<file path="config.mk">
export PLATFORM = sky130hd
export DESIGN_NAME = hil_encoder_emulator_flat
export DESIGN_NICKNAME = d
export VERILOG_FILES = /design/src/rtl/hil_pkg.sv /design/src/rtl/hil_encoder_emulator_if.sv /design/src/rtl/hil_edge_timer.sv /design/src/rtl/hil_encoder_emulator.sv /design/src/flat_wrapper.sv
export SDC_FILE = /design/constraint.sdc
export NUM_CORES = 1
export LEC_CHECK = 0
export CORE_MARGIN = 3
export CORE_UTILIZATION = 45
export DETAILED_ROUTE_END_ITERATION = 16
export HOLD_SLACK_MARGIN = 0.08
export PLACE_DENSITY_LB_ADDON = 0.05
export SLEW_MARGIN = 10
export SYNTH_ARGS = -nofsm -noshare
export SYNTH_HDL_FRONTEND = slang
export SYNTH_HIERARCHICAL = 1
export SYNTH_SLANG_ARGS = --single-unit
export TNS_END_PERCENT = 10
</file>
<file path="constraint.sdc">
create_clock -name clk -period 6.9 [get_ports clk]
set_clock_uncertainty 0.05 [all_clocks]
set_input_delay 0.69 -clock clk [delete_from_list [all_inputs] [get_ports clk]]
set_output_delay 0.69 -clock clk [all_outputs]
set_load 0.05 [all_outputs]
</file>
<file path="src/rtl/hil_pkg.sv">
// Shared types and helpers for the HIL quadrature encoder emulator.
// Pure declarations, no logic, no latency.
// No flow control; constants and a combinational helper only.
package hil_pkg;

  localparam int unsigned N_BITS_ANGLE_DEF = 16;
  localparam int unsigned CPR_LOG2_DEF     = 12;

  // Quadrature phase, value bits are {A,B}.
  typedef enum logic [1:0] {
    Q_00 = 2'b00,
    Q_10 = 2'b10,
    Q_11 = 2'b11,
    Q_01 = 2'b01
  } quad_state_t;

  // Gray-style mapping of the two count LSBs onto {A,B}; adjacent counts differ in one channel.
  function automatic quad_state_t quad_ab(input logic [1:0] cnt_lsb);
    quad_state_t ab;
    case (cnt_lsb)
      2'b00:   ab = Q_00;
      2'b01:   ab = Q_10;
      2'b10:   ab = Q_11;
      default: ab = Q_01;
    endcase
    return ab;
  endfunction

endpackage

</file>
<file path="src/rtl/hil_encoder_emulator_if.sv">
// Bundle of control inputs and encoder outputs for the emulator.
// Wires only, no latency.
// No backpressure; the emulator consumes angle every enabled cycle.
interface hil_encoder_emulator_if
  import hil_pkg::*;
#(
  parameter int unsigned N_BITS_ANGLE = N_BITS_ANGLE_DEF,
  parameter int unsigned CPR_LOG2     = CPR_LOG2_DEF
);
  logic                    en;
  logic                    clr;
  logic [N_BITS_ANGLE-1:0] angle;
  logic                    enc_a;
  logic                    enc_b;
  logic                    enc_z;
  logic [CPR_LOG2-1:0]     count;
  logic                    dir;
  logic                    busy;
  logic                    overspeed;

  // Source of angle/control, sink of encoder signals (the motor-model side / bench).
  modport master (
    output en, clr, angle,
    input  enc_a, enc_b, enc_z, count, dir, busy, overspeed
  );

  // The emulator itself.
  modport slave (
    input  en, clr, angle,
    output enc_a, enc_b, enc_z, count, dir, busy, overspeed
  );
endinterface

</file>
<file path="src/rtl/hil_edge_timer.sv">
// Minimum-spacing down-counter between encoder edges; ready when it has run out.
// load takes effect on the next edge; ready is combinational from the counter.
// en=0 freezes the counter; no other flow control.
module hil_edge_timer #(
  parameter int unsigned MIN_EDGE_CYCLES = 4
) (
  input  logic clk,
  input  logic nrst,
  input  logic en,
  input  logic load,
  output logic ready
);
  localparam int unsigned TW = (MIN_EDGE_CYCLES > 1) ? $clog2(MIN_EDGE_CYCLES) : 1;

  logic [TW-1:0] timer_q, timer_d;

  // Reload on a step, otherwise count down to zero while enabled.
  always_comb begin
    timer_d = timer_q;
    if (en) begin
      if (load) begin
        timer_d = TW'(MIN_EDGE_CYCLES - 1);
      end else if (timer_q != '0) begin
        timer_d = timer_q - TW'(1);
      end
    end
  end

  // Timer register; restarts at zero so the first step after reset is not delayed.
  always_ff @(posedge clk or negedge nrst) begin
    if (!nrst) timer_q <= '0;
    else       timer_q <= timer_d;
  end

  assign ready = (timer_q == '0);
endmodule

</file>
<file path="src/rtl/hil_encoder_emulator.sv">
// Turns the motor-model angle into rate-limited quadrature A/B/Z with a sticky lag fault.
// angle -> first edge 2 clk (target register, then step) when the edge timer is idle.
// No backpressure; at most one count per MIN_EDGE_CYCLES, excess motion accumulates as lag.
module hil_encoder_emulator
  import hil_pkg::*;
#(
  parameter int unsigned N_BITS_ANGLE    = N_BITS_ANGLE_DEF,
  parameter int unsigned CPR_LOG2        = CPR_LOG2_DEF,
  parameter int unsigned MIN_EDGE_CYCLES = 4,
  parameter int unsigned MAX_LAG         = 64,
  parameter int unsigned Z_COUNTS        = 1
) (
  input logic                   clk,
  input logic                   nrst,
  hil_encoder_emulator_if.slave bus
);
  localparam logic [CPR_LOG2-1:0] HALF = {1'b1, {(CPR_LOG2-1){1'b0}}};
  localparam logic [CPR_LOG2-1:0] ONE  = {{(CPR_LOG2-1){1'b0}}, 1'b1};

  logic [CPR_LOG2-1:0] target_q, target_d;
  logic [CPR_LOG2-1:0] count_q, count_d;
  logic                dir_q, dir_d;
  logic                enc_a_q, enc_a_d;
  logic                enc_b_q, enc_b_d;
  logic                enc_z_q, enc_z_d;
  logic                busy_q, busy_d;
  logic                ovs_q, ovs_d;

  logic [CPR_LOG2-1:0] diff;
  logic [CPR_LOG2-1:0] abs_diff;
  logic                step_fwd;
  logic                step;
  logic                timer_ready;
  quad_state_t         ab_d;

  // Angle bits below one count are truncated away.
  logic unused_angle_lsbs;
  assign unused_angle_lsbs = ^bus.angle[N_BITS_ANGLE-CPR_LOG2-1:0];

  hil_edge_timer #(
    .MIN_EDGE_CYCLES(MIN_EDGE_CYCLES)
  ) u_edge_timer (
    .clk  (clk),
    .nrst (nrst),
    .en   (bus.en),
    .load (step),
    .ready(timer_ready)
  );

  // Shortest-path direction toward the target, step decision, and next register values.
  always_comb begin
    target_d = target_q;
    count_d  = count_q;
    dir_d    = dir_q;
    busy_d   = busy_q;
    ovs_d    = ovs_q;

    diff     = target_q - count_q;
    // Half-revolution tie goes forward; two's-complement negation of HALF is HALF itself.
    step_fwd = !diff[CPR_LOG2-1] || (diff == HALF);
    abs_diff = diff[CPR_LOG2-1] ? -diff : diff;
    step     = bus.en && timer_ready && (diff != '0);

    if (bus.en) begin
      target_d = bus.angle[N_BITS_ANGLE-1 -: CPR_LOG2];
      busy_d   = 1'b0;
    end
    if (step) begin
      count_d = step_fwd ? (count_q + ONE) : (count_q - ONE);
      dir_d   = step_fwd;
    end
    if (bus.en) begin
      busy_d = (target_d != count_d);
    end

    ab_d               = quad_ab(count_d[1:0]);
    {enc_a_d, enc_b_d} = ab_d;
    enc_z_d            = (count_d < CPR_LOG2'(Z_COUNTS));

    // Clear first so a simultaneous set condition wins.
    if (bus.clr) ovs_d = 1'b0;
    if (bus.en && (abs_diff > CPR_LOG2'(MAX_LAG))) ovs_d = 1'b1;
  end

  // State and output registers; en=0 leaves every _d equal to its _q except the fault clear.
  always_ff @(posedge clk or negedge nrst) begin
    if (!nrst) begin
      target_q <= '0;
      count_q  <= '0;
      dir_q    <= 1'b0;
      enc_a_q  <= 1'b0;
      enc_b_q  <= 1'b0;
      enc_z_q  <= 1'b1;
      busy_q   <= 1'b0;
      ovs_q    <= 1'b0;
    end else begin
      target_q <= target_d;
      count_q  <= count_d;
      dir_q    <= dir_d;
      enc_a_q  <= enc_a_d;
      enc_b_q  <= enc_b_d;
      enc_z_q  <= enc_z_d;
      busy_q   <= busy_d;
      ovs_q    <= ovs_d;
    end
  end

  assign bus.enc_a     = enc_a_q;
  assign bus.enc_b     = enc_b_q;
  assign bus.enc_z     = enc_z_q;
  assign bus.count     = count_q;
  assign bus.dir       = dir_q;
  assign bus.busy      = busy_q;
  assign bus.overspeed = ovs_q;
endmodule
</file>
<file path="src/flat_wrapper.sv">
// flat-port wrapper written by rule: the top's interface ports become plain ports
module hil_encoder_emulator_flat import hil_pkg::*;
#(
  parameter int unsigned N_BITS_ANGLE    = N_BITS_ANGLE_DEF,
  parameter int unsigned CPR_LOG2        = CPR_LOG2_DEF,
  parameter int unsigned MIN_EDGE_CYCLES = 4,
  parameter int unsigned MAX_LAG         = 64,
  parameter int unsigned Z_COUNTS        = 1
)
  (clk, nrst, bus_en, bus_clr, bus_angle, bus_enc_a, bus_enc_b, bus_enc_z, bus_count, bus_dir, bus_busy, bus_overspeed);
  hil_encoder_emulator_if #(.N_BITS_ANGLE(N_BITS_ANGLE), .CPR_LOG2(CPR_LOG2)) bus_i ();
  input logic clk;
  input logic nrst;
  input wire logic [$bits(bus_i.en)-1:0] bus_en;
  input wire logic [$bits(bus_i.clr)-1:0] bus_clr;
  input wire logic [$bits(bus_i.angle)-1:0] bus_angle;
  output wire logic [$bits(bus_i.enc_a)-1:0] bus_enc_a;
  output wire logic [$bits(bus_i.enc_b)-1:0] bus_enc_b;
  output wire logic [$bits(bus_i.enc_z)-1:0] bus_enc_z;
  output wire logic [$bits(bus_i.count)-1:0] bus_count;
  output wire logic [$bits(bus_i.dir)-1:0] bus_dir;
  output wire logic [$bits(bus_i.busy)-1:0] bus_busy;
  output wire logic [$bits(bus_i.overspeed)-1:0] bus_overspeed;
  assign bus_i.en = bus_en;
  assign bus_i.clr = bus_clr;
  assign bus_i.angle = bus_angle;
  assign bus_enc_a = bus_i.enc_a;
  assign bus_enc_b = bus_i.enc_b;
  assign bus_enc_z = bus_i.enc_z;
  assign bus_count = bus_i.count;
  assign bus_dir = bus_i.dir;
  assign bus_busy = bus_i.busy;
  assign bus_overspeed = bus_i.overspeed;
  hil_encoder_emulator #(.N_BITS_ANGLE(N_BITS_ANGLE), .CPR_LOG2(CPR_LOG2), .MIN_EDGE_CYCLES(MIN_EDGE_CYCLES), .MAX_LAG(MAX_LAG), .Z_COUNTS(Z_COUNTS)) u_core (.clk(clk), .nrst(nrst), .bus(bus_i));
endmodule
</file>
==> results of run 1 <==
==> final cells by class <==
type | count | area [um2]
Clock inverter | 1 | 30.0
Tap cell | 75 | 93.8
Multi-Input combinational cell | 237 | 1900
Clock buffer | 7 | 96.3
Inverter | 35 | 131
Fill cell | 577 | 2650
Timing Repair Buffer | 36 | 353
Sequential cell | 32 | 802
==> cell families (layout without fill, tap and decap cells) <==
kind of cell	Yosys count	count (layout)
compound gates	91	91
xor+xnor	26	26
fa+ha+maj	27	27
buf+inv	42	79
flops	32	32
mux	20	20
simple gates	73	73
==> cell usage in the layout (no fill, tap or decap), types with 2 or more instances in the layout <==
cell	instances
clkdlybuf4s50_1	33
inv_1	33
dfrtp_1	31
ha_1	25
o21ai_0	22
xnor2_1	20
a21oi_1	17
nor2_1	14
nand2_1	10
mux2i_1	9
mux2_2	9
a21o_1	8
nand3_1	8
nor3_1	8
clkbuf_8	7
a31oi_1	6
a211oi_1	6
nand2b_1	6
xor2_1	6
and2_1	5
nor2b_1	4
nor4_1	3
buf_4	3
o2111ai_1	2
o2111a_1	2
o31ai_1	2
o311a_1	2
o311ai_0	2
a21boi_0	2
or4_4	2
o21a_1	2
inv_2	2
o21bai_1	2
fa_1	2
==> worst max-delay path: cells and delay by family, from the launching register on <==
kind,cells,cell delay (ns)
and+or+nand+nor,6,1.97
DFF,1,0.50
buffers and inverters,1,0.22
AOI/OAI and AO/OA,8,1.75
adders and majority gates,3,1.13
xor gates and xnor gates,1,0.22
==> metrics by stage <==
| stage | hold slack [ns] | setup WS [ns] | util (%) | instances |
|---|---|---|---|---|
| global route | 0.512 | 0.437 | 56.2 | 423 |
| global placement | 0.450 | 1.05 | 54.1 | 415 |
| floorplan | 0.344 | 1.07 | - | 311 |
| finish | 0.477 | 0.935 | 56.2 | 423 |
| CTS | 0.476 | 0.933 | 56.2 | 423 |
| detailed placement | 0.460 | 0.990 | 54.1 | 415 |
==> per-layer routing <==
layer / vias to the layer above / wire length [um]
met1: 1101 / 3390
met5: - / 0
met2: 27 / 3170
met4: 0 / 126
met3: 10 / 122
li1: 1204 / -
==> sequential cells by signal (all words and copies together), names as in the netlist <==
| signal | flops |
|---|---|
| u_core/bus.busy | 1 |
| u_core/bus.count | 12 |
| u_core/bus.dir | 1 |
| u_core/bus.enc_a | 1 |
| u_core/bus.enc_b | 1 |
| u_core/bus.enc_z | 1 |
| u_core/bus.overspeed | 1 |
| u_core/target_q | 12 |
| u_core/u_edge_timer/timer_q | 2 |
==> worst paths after layout <==
| check | start | to | slack, ns | cells after the start |
|---|---|---|---|---|
| setup / recovery | u_core/bus.count[0]$_DFF_PN0_ | u_core/bus.busy$_DFFE_PN0P_ | 0.93 | 19 |
| max in group asynchronous | nrst | u_core/bus.enc_z$_DFF_PN1_ | 5.71 | 2 |
| hold reg to reg | u_core/u_edge_timer/timer_q[0]$_DFFE_PN0P_ | u_core/u_edge_timer/timer_q[0]$_DFFE_PN0P_ | 0.48 | 2 |
| min in group asynchronous | nrst | u_core/bus.enc_a$_DFF_PN0_ | 0.75 | 2 |
| hold / removal | u_core/u_edge_timer/timer_q[0]$_DFFE_PN0P_ | u_core/u_edge_timer/timer_q[0]$_DFFE_PN0P_ | 0.48 | 2 |
| setup reg to reg | u_core/bus.count[0]$_DFF_PN0_ | u_core/bus.busy$_DFFE_PN0P_ | 0.93 | 19 |
==> results.yml, run 1 <==
synth:
  synth-warning-count: 6
  muxShareOfSynthArea_pct: 7.89
  synth_xor_area_share_pct: 7.89
  synthArstFlopShare_pct: 100
  yosysMostFrequentCell: "inv_1"
  synth_commonest_cells: "inv_1, dfrtp_1, ha_1, o21ai_0, xnor2_1"
  yosysTopAreaCell: "dfrtp_1"
  netlist_area_um2: 2890
  synth_top_family_by_area: "compound AO/OA/AOI/OAI gates"
  synthCells: 311
  synth_adder_area_share_pct: 12.2
  synth-seq-area-share_pct: 27.8
  avgSynthCellArea_um2: 9.28
  synthFlopType: "dfrtp_1"
  netlist.area_leader.share_pct: 26.9
  synth.net_count: 358
  synth_edf_count: 0
  synth.distinct_cells: 66
  synth_area_leaders: "dfrtp_1, ha_1, xnor2_1, inv_1, o21ai_0"
  synth-compound-area-share_pct: 22.3
  synth-simple-area-share_pct: 15.6
  ys_ff_latch: 32
grt:
  gr-total-overflow: 0
  grt_busiest_layer: "met2"
  grt_usage_pct: 19.7
  use_met1_pct: 27.5
  met2_usage_pct: 31.3
  met3_usage_pct: 2.79
  grt_max_degree: 33
  grt_pass1_wl_um: 11500
  antenna_found_initial: 0
  grt_pass1_vias: 2347
floorplanning:
  io_pins: 38
  core_um2: 6060
  start_util_pct: 47.6
  fp.dieW_um: 86.1
  die_y_um: 86.1
  design.die.area_um2: 7410
  rows: 28
placement:
  dpl-instance-area_um2: 3280
  dp.final_hpwl_um: 5360
  gp_congestion: 0.782
  port_buffers: 33
route:
  first_iter_violations: 88
  num_vias: 2342
  drcViolationCount: 0
  wire_per_inst_um: 16.1
  routed_wirelength_um: 6810
  viasPerCell: 5.54
  first_pass_iters: 4
  drtAntennaViolNets: 0
clocking:
  cts_hold_buf: 0
  post_cts_resized: 0
  htreeDepth: 2
  cts_buffers: 5
  cts_buffer_depth: 2
  cts_tree: "done"
  clock-root-buffer: "clkbuf_8"
  path_clk_slew_ns: 0.07
  cts_setup_buffers: 0
  clock_latency_ns: 0.29
  clock_sinks: 32
timing:
  tns_ns: 0
  slew_headroom_pct: 44.6
  fmax_mhz: 168
  maxSlewViolCount: 0
  worst_pin_slew_ns: 0.820
  finalHoldViolCount: 0
  period_needed_ns: 5.97
  period_share_pct: 86.5
  setup_violations: 0
  rsz0062_at_grt: "false"
worst_hold_path:
  hold_class: "register to register"
worst_setup_path:
  path_class: "register to register"
  cpPeakStageDelay_ns: 0.58
  critPathLaunchType: "register"
  crit_arrival_ns: 6.08
  crit_chain: "ha_1, fa_1, and2b_1, o2111a_1, or4_1, o311ai_0, nor4_4, a21oi_1, buf_4, fa_1, a211oi_1, o21bai_1, a21oi_1, xnor2_1, nor2_1, o311a_1, or4_4, nor4b_2, a31oi_1"
  cp_max_fo: 12
  cp_slowest_cell: "nor4_4"
  end_kind: "register"
  crit_required_ns: 7.01
outcome:
  run_status: "finished clean"
final_layout:
  areaGrowthSynthToFinish_pct: 18.1
  drive_gt1_share_pct: 10.9
  design_area_um2: 3410
  nets: 394
  antenna_cells: 0
flow_run:
  maxCapViolCount: 0
Power of run 1 is left out: the tool's default activity adds up to more than one toggle a clock period on the data nets, which glitch-free logic cannot reach.
==> run 2: changes to the inputs <==
--- a/config.mk
+++ b/config.mk
@@ -5,11 +5,13 @@
 export SDC_FILE = /design/constraint.sdc
 export NUM_CORES = 1
 export LEC_CHECK = 0
+export ABC_CLOCK_PERIOD_IN_PS = 6900
 export CORE_MARGIN = 3
 export CORE_UTILIZATION = 45
 export DETAILED_ROUTE_END_ITERATION = 16
 export HOLD_SLACK_MARGIN = 0.08
 export PLACE_DENSITY_LB_ADDON = 0.05
+export REMOVE_ABC_BUFFERS = 1
 export SLEW_MARGIN = 10
 export SYNTH_ARGS = -nofsm -noshare
 export SYNTH_HDL_FRONTEND = slang
==> results.yml, run 2 (same netlist as run 1, synthesis figures left out) <==
grt:
  grt_pass1_wl_um: 11500
  gr-total-overflow: 0
  antenna_found_initial: 0
  grt_usage_pct: 19.6
  grt_max_degree: 33
  grt_pass1_vias: 2327
flow_run:
  maxCapViolCount: 0
final_layout:
  antenna_cells: 0
  nets: 393
  areaGrowthSynthToFinish_pct: 17.9
  drive_gt1_share_pct: 10.7
  instances_no_fill: 422
  fillers: 584
  final_cell_mix: "clkdlybuf4s50_1, inv_1, dfrtp_1, ha_1, o21ai_0"
  final_core_util_pct: 56.1
timing:
  period_needed_ns: 5.89
  maxSlewViolCount: 0
  slew_headroom_pct: 34.9
  worst_pin_slew_ns: 0.974
  finalHoldViolCount: 0
  tns_ns: 0
  fmax_mhz: 170
  setup_violations: 0
  rsz0062_at_grt: "false"
  period_share_pct: 85.4
worst_setup_path:
  cp_slowest_cell: "nor4_4"
  worst-path-stages: 19
  critPathBufInv: 1
  critPathLaunchType: "register"
  cpLargestDelayFamily: "simple AND/OR/NAND/NOR gates"
  end_kind: "register"
  crit_required_ns: 7.01
  path_class: "register to register"
  crit_chain: "ha_1, fa_1, and2b_1, o2111a_1, or4_1, o311ai_0, nor4_4, a21oi_1, buf_4, fa_1, a211oi_1, o21bai_1, a21oi_1, xnor2_1, nor2_1, o311a_1, or4_4, nor4b_2, a31oi_1"
  crit_arrival_ns: 6.00
  cpPeakStageDelay_ns: 0.58
  cp_max_fo: 12
  reg2regPathDepth: 19
floorplanning:
  io_pins: 38
  design.die.area_um2: 7410
  rows: 28
  fp.dieW_um: 86.1
  start_util_pct: 47.6
  core_um2: 6060
  die_y_um: 86.1
route:
  viasPerCell: 5.62
  num_vias: 2373
  drcViolationCount: 0
  drtAntennaViolNets: 0
  routed_wirelength_um: 6690
  first_pass_iters: 4
  wire_per_inst_um: 15.9
  first_iter_violations: 91
placement:
  dp.cells: 414
  gp_congestion: 0.818
  dp.final_hpwl_um: 5330
  port_buffers: 33
clocking:
  clock_sinks: 32
  clock-root-buffer: "clkbuf_8"
  htreeDepth: 2
  path_clk_slew_ns: 0.07
  cts_setup_buffers: 0
  clock_latency_ns: 0.29
  cts_buffers: 5
  cts_hold_buf: 0
  post_cts_resized: 0
  cts_buffer_depth: 2
  cts_tree: "done"
worst_hold_path:
  hold_depth: 1
  hold_class: "register to register"
outcome:
  run_status: "finished clean"
-- run 2: cell count changes in the layout (fill, tap and decap cells not counted), sizes merged --
cell,previous run,this run
buf,3,2
-- run 2: layout make-up --
| class | count | area [um2] | share of cell area [%] |
|---|---|---|---|
| Tap cell | 75 | 93.8 | 2.76 |
| Multi-Input combinational cell | 237 | 1900 | 55.9 |
| Clock buffer | 7 | 96.3 | 2.83 |
| Sequential cell | 32 | 802 | 23.6 |
| Inverter | 35 | 131 | 3.86 |
| Clock inverter | 1 | 30.0 | 0.883 |
| Timing Repair Buffer | 35 | 345 | 10.2 |
-- run 2: stage by stage --
step                      setup slack (ns)  area, um2  hold WS (ns)
after floorplan                       1.07       2840         0.344
final                                 1.01       3400         0.465
after detailed placement              1.01       3270         0.457
after global routing                 0.689       3400         0.508
after CTS                            0.989       3400         0.472
after global placement                1.05       3270         0.446
-- run 2: path summary, 6_finish.rpt --
| path | startpoint | endpoint | slack (ns) |
|---|---|---|---|
| worst max-delay path | u_core/bus.count[0]$_DFF_PN0_ | u_core/bus.busy$_DFFE_PN0P_ | 1.01 |
| worst min-delay path | u_core/target_q[7]$_DFF_PN0_ | u_core/target_q[7]$_DFF_PN0_ | 0.47 |
| worst max register to register | u_core/bus.count[0]$_DFF_PN0_ | u_core/bus.busy$_DFFE_PN0P_ | 1.01 |
| worst min register to register | u_core/target_q[7]$_DFF_PN0_ | u_core/target_q[7]$_DFF_PN0_ | 0.47 |
| max in group asynchronous | nrst | u_core/bus.enc_z$_DFF_PN1_ | 5.71 |
| min in group asynchronous | nrst | u_core/bus.count[11]$_DFF_PN0_ | 0.75 |
-- run 2: metal layers --
metal / track usage [%] / vias to the layer above / share of wire [%]
met5: 0 / - / 0
met4: 6.19 / 0 / 2.1
li1: - / 1204 / -
met1: 29.0 / 1117 / 51
met3: 2.50 / 11 / 2.3
met2: 29.6 / 41 / 45
Power of run 2 is left out for the same reason.
